==> src/rtl/jstk_txn_scheduler.sv <==
// Shares the PmodJSTK SPI transaction engine between a periodic position poll and an external command port.
// Optional build macro JSTK_TXN_SCHEDULER_OVERRUN_EN enables the saturating missed-poll counter on overrun_o.
//
// state | meaning
// ------+--------------------------------------------------------------
// IDLE  | no transaction in flight; arbitrate poll vs. command
// ISSUE | txn_valid_o asserted, holding txn_data_o until engine ready
// WAIT  | engine busy; capture response on txn_done_i
// GAP   | forced idle time before the next grant
module jstk_txn_scheduler #(
  parameter int unsigned  poll_period_p = 12000,
  parameter int unsigned  gap_cycles_p  = 12,
  parameter logic [39:0]  poll_cmd_p    = 40'h00_0000_0000
) (
  input  logic        clk_i,
  input  logic        reset_n_i,
  input  logic        cmd_valid_i,
  output logic        cmd_ready_o,
  input  logic [39:0] cmd_data_i,
  output logic        txn_valid_o,
  input  logic        txn_ready_i,
  output logic [39:0] txn_data_o,
  input  logic        txn_done_i,
  input  logic [39:0] txn_rsp_i,
  output logic [9:0]  pos_x_o,
  output logic [9:0]  pos_y_o,
  output logic [1:0]  buttons_o,
  output logic        pos_valid_o,
  output logic        busy_o,
  output logic [7:0]  overrun_o
);

  localparam int unsigned        TMR_W     = (poll_period_p > 1) ? $clog2(poll_period_p) : 1;
  localparam logic [TMR_W-1:0]   PERIOD_M1 = TMR_W'(poll_period_p - 1);
  localparam logic [7:0]         GAP_M1    = 8'(gap_cycles_p - 1);

  typedef enum logic [1:0] {ST_IDLE, ST_ISSUE, ST_WAIT, ST_GAP} state_e;

  state_e           state_q, state_d;
  logic [39:0]      data_q, data_d;
  logic [TMR_W-1:0] timer_q, timer_d;
  logic             pending_q, pending_d;
  logic             last_cmd_q, last_cmd_d;
  logic [7:0]       gap_q, gap_d;
  logic [9:0]       pos_x_q, pos_x_d;
  logic [9:0]       pos_y_q, pos_y_d;
  logic [1:0]       buttons_q, buttons_d;
  logic             pos_valid_q, pos_valid_d;

  logic             wrap;
  logic             grant_poll;
  logic             grant_cmd;
  logic             rsp_unused;

  assign rsp_unused = ^{txn_rsp_i[31:26], txn_rsp_i[15:10], txn_rsp_i[7:2]};

  assign wrap      = (timer_q == PERIOD_M1);
  assign timer_d   = wrap ? '0 : timer_q + TMR_W'(1);
  assign pending_d = wrap | (pending_q & ~grant_poll);

  always_ff @(posedge clk_i or negedge reset_n_i) begin
    if (!reset_n_i) begin
      state_q     <= ST_IDLE;
      data_q      <= '0;
      timer_q     <= '0;
      pending_q   <= 1'b0;
      last_cmd_q  <= 1'b1;
      gap_q       <= '0;
      pos_x_q     <= '0;
      pos_y_q     <= '0;
      buttons_q   <= '0;
      pos_valid_q <= 1'b0;
    end else begin
      state_q     <= state_d;
      data_q      <= data_d;
      timer_q     <= timer_d;
      pending_q   <= pending_d;
      last_cmd_q  <= last_cmd_d;
      gap_q       <= gap_d;
      pos_x_q     <= pos_x_d;
      pos_y_q     <= pos_y_d;
      buttons_q   <= buttons_d;
      pos_valid_q <= pos_valid_d;
    end
  end

  always_comb begin
    state_d     = state_q;
    data_d      = data_q;
    last_cmd_d  = last_cmd_q;
    gap_d       = gap_q;
    pos_x_d     = pos_x_q;
    pos_y_d     = pos_y_q;
    buttons_d   = buttons_q;
    pos_valid_d = 1'b0;
    unique case (state_q)
      ST_IDLE: begin
        if (grant_poll) begin
          data_d     = poll_cmd_p;
          last_cmd_d = 1'b0;
          state_d    = ST_ISSUE;
        end else if (grant_cmd) begin
          data_d     = cmd_data_i;
          last_cmd_d = 1'b1;
          state_d    = ST_ISSUE;
        end
      end
      ST_ISSUE: begin
        if (txn_ready_i) state_d = ST_WAIT;
      end
      ST_WAIT: begin
        if (txn_done_i) begin
          pos_x_d     = {txn_rsp_i[9:8], txn_rsp_i[23:16]};
          pos_y_d     = {txn_rsp_i[25:24], txn_rsp_i[39:32]};
          buttons_d   = txn_rsp_i[1:0];
          pos_valid_d = 1'b1;
          gap_d       = GAP_M1;
          state_d     = ST_GAP;
        end
      end
      ST_GAP: begin
        if (gap_q == 8'd0) state_d = ST_IDLE;
        else               gap_d   = gap_q - 8'd1;
      end
      default: state_d = ST_IDLE;
    endcase
  end

  // Round-robin on a tie: last_cmd_q set means the poll goes first.
  always_comb begin
    grant_poll  = 1'b0;
    grant_cmd   = 1'b0;
    txn_valid_o = 1'b0;
    busy_o      = (state_q != ST_IDLE);
    unique case (state_q)
      ST_IDLE: begin
        if (pending_q && cmd_valid_i) begin
          grant_poll = last_cmd_q;
          grant_cmd  = ~last_cmd_q;
        end else begin
          grant_poll = pending_q;
          grant_cmd  = cmd_valid_i;
        end
      end
      ST_ISSUE: txn_valid_o = 1'b1;
      default:  ;
    endcase
    cmd_ready_o = grant_cmd;
  end

  assign txn_data_o  = data_q;
  assign pos_x_o     = pos_x_q;
  assign pos_y_o     = pos_y_q;
  assign buttons_o   = buttons_q;
  assign pos_valid_o = pos_valid_q;

`ifdef JSTK_TXN_SCHEDULER_OVERRUN_EN
  logic [7:0] overrun_q, overrun_d;

  assign overrun_d = (wrap && pending_q && (overrun_q != 8'hFF)) ? overrun_q + 8'd1 : overrun_q;

  always_ff @(posedge clk_i or negedge reset_n_i) begin
    if (!reset_n_i) overrun_q <= '0;
    else            overrun_q <= overrun_d;
  end

  assign overrun_o = overrun_q;
`else
  assign overrun_o = '0;
`endif

endmodule

==> config.mk <==
export PLATFORM = sky130hd
export DESIGN_NAME = jstk_txn_scheduler
export DESIGN_NICKNAME = d
export VERILOG_FILES = /design/src/rtl/jstk_txn_scheduler.sv
export SDC_FILE = /design/constraint.sdc
export NUM_CORES = 1
export LEC_CHECK = 0
export CORE_ASPECT_RATIO = 1.4
export CORE_MARGIN = 2
export CORE_UTILIZATION = 46
export DETAILED_ROUTE_END_ITERATION = 6
export HOLD_SLACK_MARGIN = 0.02
export PLACE_DENSITY = 0.86
export SETUP_SLACK_MARGIN = 0.05
export SYNTH_ARGS = -nofsm -noshare
export SYNTH_HDL_FRONTEND = slang
export SYNTH_SLANG_ARGS = --single-unit
export TNS_END_PERCENT = 20
==> constraint.sdc <==
create_clock -name clk_i -period 4.75 [get_ports clk_i]
set_input_delay 0.95 -clock clk_i [delete_from_list [all_inputs] [get_ports clk_i]]
set_output_delay 0.95 -clock clk_i [all_outputs]
set_load 0.1 [all_outputs]
==> results of run 1 <==
==> kinds of logic after synthesis <==
family,count (synthesis),share of synthesized area
flops,89,0.6011
compound gates,67,0.1434
simple gates,52,0.08539
buf+inv,30,0.03881
mux,28,0.08437
fa+ha+maj,8,0.02700
xor+xnor,8,0.01890
other cells,1,0.001012
==> registers in the layout, indices dropped and copies added (netlist names) <==
signal,flops
txn_data_o,40
timer_q,14
pos_x_o,10
pos_y_o,10
gap_q,8
buttons_o,2
state_q,2
last_cmd_q,1
pending_q,1
pos_valid_o,1
==> cell type report <==
type / instances / area share
Timing Repair Buffer: 135 / 0.2521
Multi-Input combinational cell: 171 / 0.2594
Tap cell: 100 / 0.02356
Clock buffer: 14 / 0.03251
Clock inverter: 2 / 0.006596
Sequential cell: 89 / 0.4196
Inverter: 9 / 0.006360
==> placed cells by master, fill, tap and decap left out, types with 2 or more instances in the layout <==
cell type	instances
nand3_1	3
inv_1	9
ha_1	8
xnor2_1	2
and3_1	4
a211oi_1	2
nand2_1	7
clkbuf_8	12
a21o_1	2
mux2_2	22
mux2i_1	5
nand4_1	6
a22o_1	40
dfrtp_1	88
nor2_1	14
clkdlybuf4s50_1	130
xor2_1	6
a22oi_1	2
a21oi_1	5
nand3b_1	3
a22o_2	2
conb_1	8
o21ai_0	7
clkbuf_1	2
buf_4	5
==> metal layers <==
| metal | share of wire | wire length (um) | up-vias |
|---|---|---|---|
| met3 | 0.036 | 317 | 28 |
| li1 | - | - | 1272 |
| met5 | 0 | 0 | - |
| met2 | 0.56 | 4902 | 79 |
| met4 | 0.038 | 334 | 0 |
| met1 | 0.37 | 3272 | 1425 |
==> worst paths after layout <==
| check | start | end | slack (ns) | cells after the start |
|---|---|---|---|---|
| setup / recovery | state_q[0]$_DFFE_PN0P_ | busy_o | 1.34 | 4 |
| hold / removal | timer_q[12]$_DFF_PN0_ | timer_q[12]$_DFF_PN0_ | 0.50 | 1 |
| setup reg to reg | state_q[0]$_DFFE_PN0P_ | gap_q[4]$_DFFE_PN0P_ | 2.40 | 6 |
| hold reg to reg | timer_q[12]$_DFF_PN0_ | timer_q[12]$_DFF_PN0_ | 0.50 | 1 |
| max in group asynchronous | reset_n_i | pos_x_o[5]$_DFFE_PN0P_ | 3.21 | 2 |
| min in group asynchronous | reset_n_i | txn_data_o[13]$_DFFE_PN0P_ | 0.55 | 1 |
==> worst register-to-register path, cell delays in order (launching register included) <==
cell and delay (ns):
dfrtp_1 0.41, inv_1 0.15, ha_1 0.31, nand2_1 0.61
nor2_1 0.56, a41o_1 0.15, nor2_1 0.04
==> per-stage QoR <==
stage | area [um^2] | std cells | utilization | hold WS [ns] | worst slack (ns)
CTS | 5311 | 520 | 0.6812 | 0.4990 | 1.325
detailed placement | 5104 | 504 | 0.6545 | 0.4802 | 1.676
floorplan | 3734 | 290 | - | 0.4510 | 1.105
finish | 5311 | 520 | 0.6812 | 0.4993 | 1.345
global placement | 5104 | 504 | 0.6545 | 0.4669 | 1.685
global route | 5311 | 520 | 0.6812 | 0.5091 | 1.245
==> impl_results.md, run 1 <==
* Syn Inst Count at 283
* Area growth syn-to-layout at 43.27%
* Starting density of the core at 0.4754
* Resized Gates After CTS at 0
* Sequential fraction of the synthesis area at 0.6011
* Clock-pin slew on the worst setup and hold paths at 0.08 ns
* IO Count at 159
* CTS tree: built
* Root Driver: clkbuf_8
* WL/cell at 16.97 um
* Crit-path max FO at 4
* Grt ovf at 0
* Cell with the most instances after synthesis: dfrtp_1
* Mapped cell area at 0.003707 mm^2
* DIE AREA at 0.008803 mm^2
* Die X at 79.87 um
* DRT Pass-1 Iters at 4
* Pin count of the biggest net entering global routing at 48
* Crit end category: output port
* Vias at 2804
* Met3 GRT Util at 0.03420
* Minimum clock period at 3.405 ns
* Status: finished clean
* First-pass GRT wire length at 14290 um
* Critical Path AT at 2.46 ns
* Synth top area cells: dfrtp_1 59%, a22o_1 9.4%, mux2_2 6.7%
* Crit path buf inv count at 3
* Cells along the critical path: inv_1, ha_1, inv_1, clkdlybuf4s50_1
* DR iter-0 viols at 140
* Max stage delay on crit path at 1.17 ns
* Die Y at 110.2 um
* Busiest layer in global routing: met2
* Slew @ Worst Pin at 1.022 ns
* Port bufs at 132
* Ratio of cells with drive above 1 in the final layout at 0.1238
* Worst Clk Skew at 0.008909 ns
* Netlist cell types at 48
* Multi-input gate area at 0.001378 mm^2
* EDFF count, synth at 0
* Met1 Usage GRT at 0.2428
* Yosys warnings at 0
* Postcts setup bufs at 0
* Top cells by count, synth: 88 x dfrtp_1, 40 x a22o_1, 22 x mux2_2
* Clk buf depth at 2
* Routed wire length at 8826 um
* CTS buffer count at 9
* #FFs+latches synth at 89
* Max Clk Rate at 293.7 MHz
* Crit path top cell by count: inv_1
* Slew Limit Fails at 0
* Vias per inst at 5.392
* Period utilisation layout at 0.7169
* Met2 usage at 0.3824
* Drc violations at 0
* Slew HR at 0.3167
* Post-DP HPWL at 6324 um
* Leading area contributor after synthesis: dfrtp_1
* Critical Path Start Type: flop
* Routed Antenna Nets at 0
* FP Rows at 38
* Core area at 0.007797 mm^2
* Worst endpoint required time at 3.80 ns
* Yosys top cell area share at 0.5940
* Vias in the first global route at 2923
* Sequential Area at 0.002228 mm^2
* H-tree depth at 3
* Clock latency on the worst-skew pair at 0.36 ns
* Min-delay worst type: flop to flop
* Fill count at 579
* CP max stage cell: clkdlybuf4s50_1
* Clock sink count at 89
* Nets at 508
* Kind of critical path: flop to output port
* Fraction of registers with async set/reset at 1.000
* Initial antenna violation count at 0
* Synth Flop Type: dfrtp_1
* Avg Cell Area, Syn at 13.10 um^2
* Setup TNS at 0 ns
* Max_cap viols at 0
* Final Wtd Congestion at 0.8094
* ANT cells at 0
* RSZ-0062 raised after global routing: false
* Endpoints failing setup at 0
* Final Hold Fails at 0
* Hold_buf cts at 0
* CP delay by family, top: buffers and inverters
* GR Util All Layers at 0.2159
Power of run 1 is left out: the tool's default activity adds up to more than one toggle a clock period on the data nets, which glitch-free logic cannot reach.
==> run 2, diff against run 1 <==
--- a/config.mk
+++ b/config.mk
@@ -7,10 +7,10 @@
 export LEC_CHECK = 0
 export CORE_ASPECT_RATIO = 1.4
 export CORE_MARGIN = 2
-export CORE_UTILIZATION = 46
+export CORE_UTILIZATION = 38
 export DETAILED_ROUTE_END_ITERATION = 6
 export HOLD_SLACK_MARGIN = 0.02
-export PLACE_DENSITY = 0.86
+export PLACE_DENSITY = 0.76
 export SETUP_SLACK_MARGIN = 0.05
 export SYNTH_ARGS = -nofsm -noshare
 export SYNTH_HDL_FRONTEND = slang
==> constraint.sdc (replaced) <==
create_clock -name clk_i -period 2.83 [get_ports clk_i]
set_input_delay 0.566 -clock clk_i [delete_from_list [all_inputs] [get_ports clk_i]]
set_output_delay 0.566 -clock clk_i [all_outputs]
set_load 0.1 [all_outputs]
==> run 2 against run 1 <==
Critical endpoint is now cmd_ready_o. Worst hold slack worse by 0.22 ns. Highest routed layer unchanged. Critical path depth grew 1. Die area is 20% higher.
==> impl_results.md, run 2 (synthesis gave the netlist of run 1 again) <==
* Root Driver: clkbuf_16
* Ratio of cells with drive above 1 in the final layout at 0.2844 (+0.1606)
* Clock-pin slew on the worst setup and hold paths at 0.06 ns (-0.02 ns)
* Die X at 87.48 um (+9.5%)
* Postcts setup bufs at 0 (unchanged)
* Post-DP HPWL at 6144 um (-2.9%)
* Max Clk Rate at 440.9 MHz
* Starting density of the core at 0.3919 (-0.08352)
* ANT cells at 0 (unchanged)
* Fill count at 818 (+41%)
* Endpoints failing setup at 0 (unchanged)
* Vias in the first global route at 2803 (-4.1%)
* First-pass GRT wire length at 13720 um (-4.0%)
* Max_cap viols at 0 (unchanged)
* Clk buf depth at 2 (unchanged)
* Sequential Area at 0.002228 mm^2 (unchanged)
* Slew Limit Fails at 0 (unchanged)
* Initial antenna violation count at 0 (unchanged)
* Slew HR at 0.5255 (+0.2088)
* Period utilisation layout at 0.8014
* GR Util All Layers at 0.1669 (-0.04894)
* Final Hold Fails at 0 (unchanged)
* Min-delay worst type: primary input to asynchronous set/reset pin
* Worst Clk Skew at 0.009758 ns (+0.0008490 ns)
* CTS tree: built
* DRT Pass-1 Iters at 4 (unchanged)
* WL/cell at 16.05 um (-5.4%)
* Nets at 510 (+0.39%)
* Hold_buf cts at 0 (unchanged)
* Port bufs at 132 (unchanged)
* CTS buffer count at 9 (unchanged)
* Area growth syn-to-layout at 42.66%
* DR iter-0 viols at 129 (-7.9%)
* DIE AREA at 0.01057 mm^2 (+20%)
* IO Count at 159 (unchanged)
* Vias per inst at 5.194 (-3.7%)
* Max stage delay on crit path at 0.40 ns (-0.77 ns)
* Kind of critical path: flop to output port
* Die Y at 120.9 um (+9.7%)
* Clock sink count at 89 (unchanged)
* Multi-input gate area at 0.001378 mm^2 (unchanged)
* Minimum clock period at 2.268 ns
* Critical Path AT at 1.70 ns (-0.76 ns)
* CP max stage cell: dfrtp_1
* Status: finished clean
* Most common cell after layout, fill and taps aside: dfrtp_1
* Max reg flops at 40 (unchanged)
* Crit end category: output port
* Pin count of the biggest net entering global routing at 57 (+19%)
* RSZ-0062 raised after global routing: false
* Resized Gates After CTS at 0 (unchanged)
* Vias at 2763 (-1.5%)
* Cells along the critical path: inv_1, ha_1, inv_1, a211oi_4, buf_12
* H-tree depth at 3 (unchanged)
* Routed Antenna Nets at 0 (unchanged)
* Worst endpoint required time at 2.26 ns (-1.54 ns)
* Crit path top cell by count: inv_1
* Grt ovf at 0 (unchanged)
* FP Rows at 42 (+11%)
* Clock latency on the worst-skew pair at 0.34 ns (-0.02 ns)
* Core area at 0.009459 mm^2 (+21%)
* Final Wtd Congestion at 0.7426 (-8.3%)
* Critical Path Start Type: flop
* Routed wire length at 8538 um (-3.3%)
* Drc violations at 0 (unchanged)
* Crit-path max FO at 4 (unchanged)
* Setup TNS at 0 ns (unchanged)
* Most frequent cells in the layout: 88 x dfrtp_1, 71 x buf_4, 65 x clkdlybuf4s50_1
* Slew @ Worst Pin at 0.7118 ns (-0.3100 ns)
## run 2: changes by cell type in the layout (fill, tap and decap cells not counted), sizes merged
cell,before,now
buf,5,72
clkdlybuf4s50,130,65
clkbuf,14,12
clkinv,1,2
clkinvlp,0,1
## run 2: through the flow
step	instances	hold WS, ns	setup WS, ns	cell area (um^2)	util
finish	532	0.2764	0.5621	5289	0.5591
global route	532	0.3326	0.4359	5289	0.5591
CTS	532	0.3027	0.5498	5289	0.5591
detailed placement	516	0.4824	0.4192	4981	0.5266
floorplan	290	0.2704	0.1592	3737	-
global placement	516	0.4721	0.5577	4981	0.5266
## run 2: final cells by class
| class | count | area share |
|---|---|---|
| clock buffers | 12 | 0.04850 |
| multi-input cells | 171 | 0.2605 |
| inverters | 9 | 0.006388 |
| clock inverters | 4 | 0.009700 |
| repair buffers | 137 | 0.2276 |
| flip-flops and latches | 89 | 0.4213 |
| well taps | 110 | 0.02602 |
## run 2: worst paths after layout
kind	start	end	slack, ns	cells past startpoint
max	state_q[0]$_DFFE_PN0P_	cmd_ready_o	0.56	5
min	reset_n_i	txn_data_o[12]$_DFFE_PN0P_	0.28	1
max reg2reg	state_q[0]$_DFFE_PN0P_	gap_q[7]$_DFFE_PN0P_	0.70	6
min reg2reg	timer_q[13]$_DFF_PN0_	timer_q[13]$_DFF_PN0_	0.49	1
max in group asynchronous	reset_n_i	txn_data_o[22]$_DFFE_PN0P_	1.84	2
min in group clk_i	timer_q[13]$_DFF_PN0_	timer_q[13]$_DFF_PN0_	0.49	1
## run 2: metal layers
| layer | GRT usage | vias up | part of all wire | wire, um |
|---|---|---|---|---|
| met5 | 0 | - | 0 | 0 |
| met3 | 0.04354 | 21 | 0.049 | 419 |
| met1 | 0.1995 | 1381 | 0.40 | 3407 |
| li1 | - | 1280 | - | - |
| met4 | 0.07500 | 0 | 0.029 | 249 |
| met2 | 0.2784 | 81 | 0.52 | 4461 |
## run 2: critical path: cells and delay by family (launching register included)
kind	cells	cell delay (ns)
buffers and inverters	3	0.46
DFF	1	0.40
adders and majority gates	1	0.25
AOI/OAI and AO/OA	1	0.25
Power of run 2 is left out for the same reason.
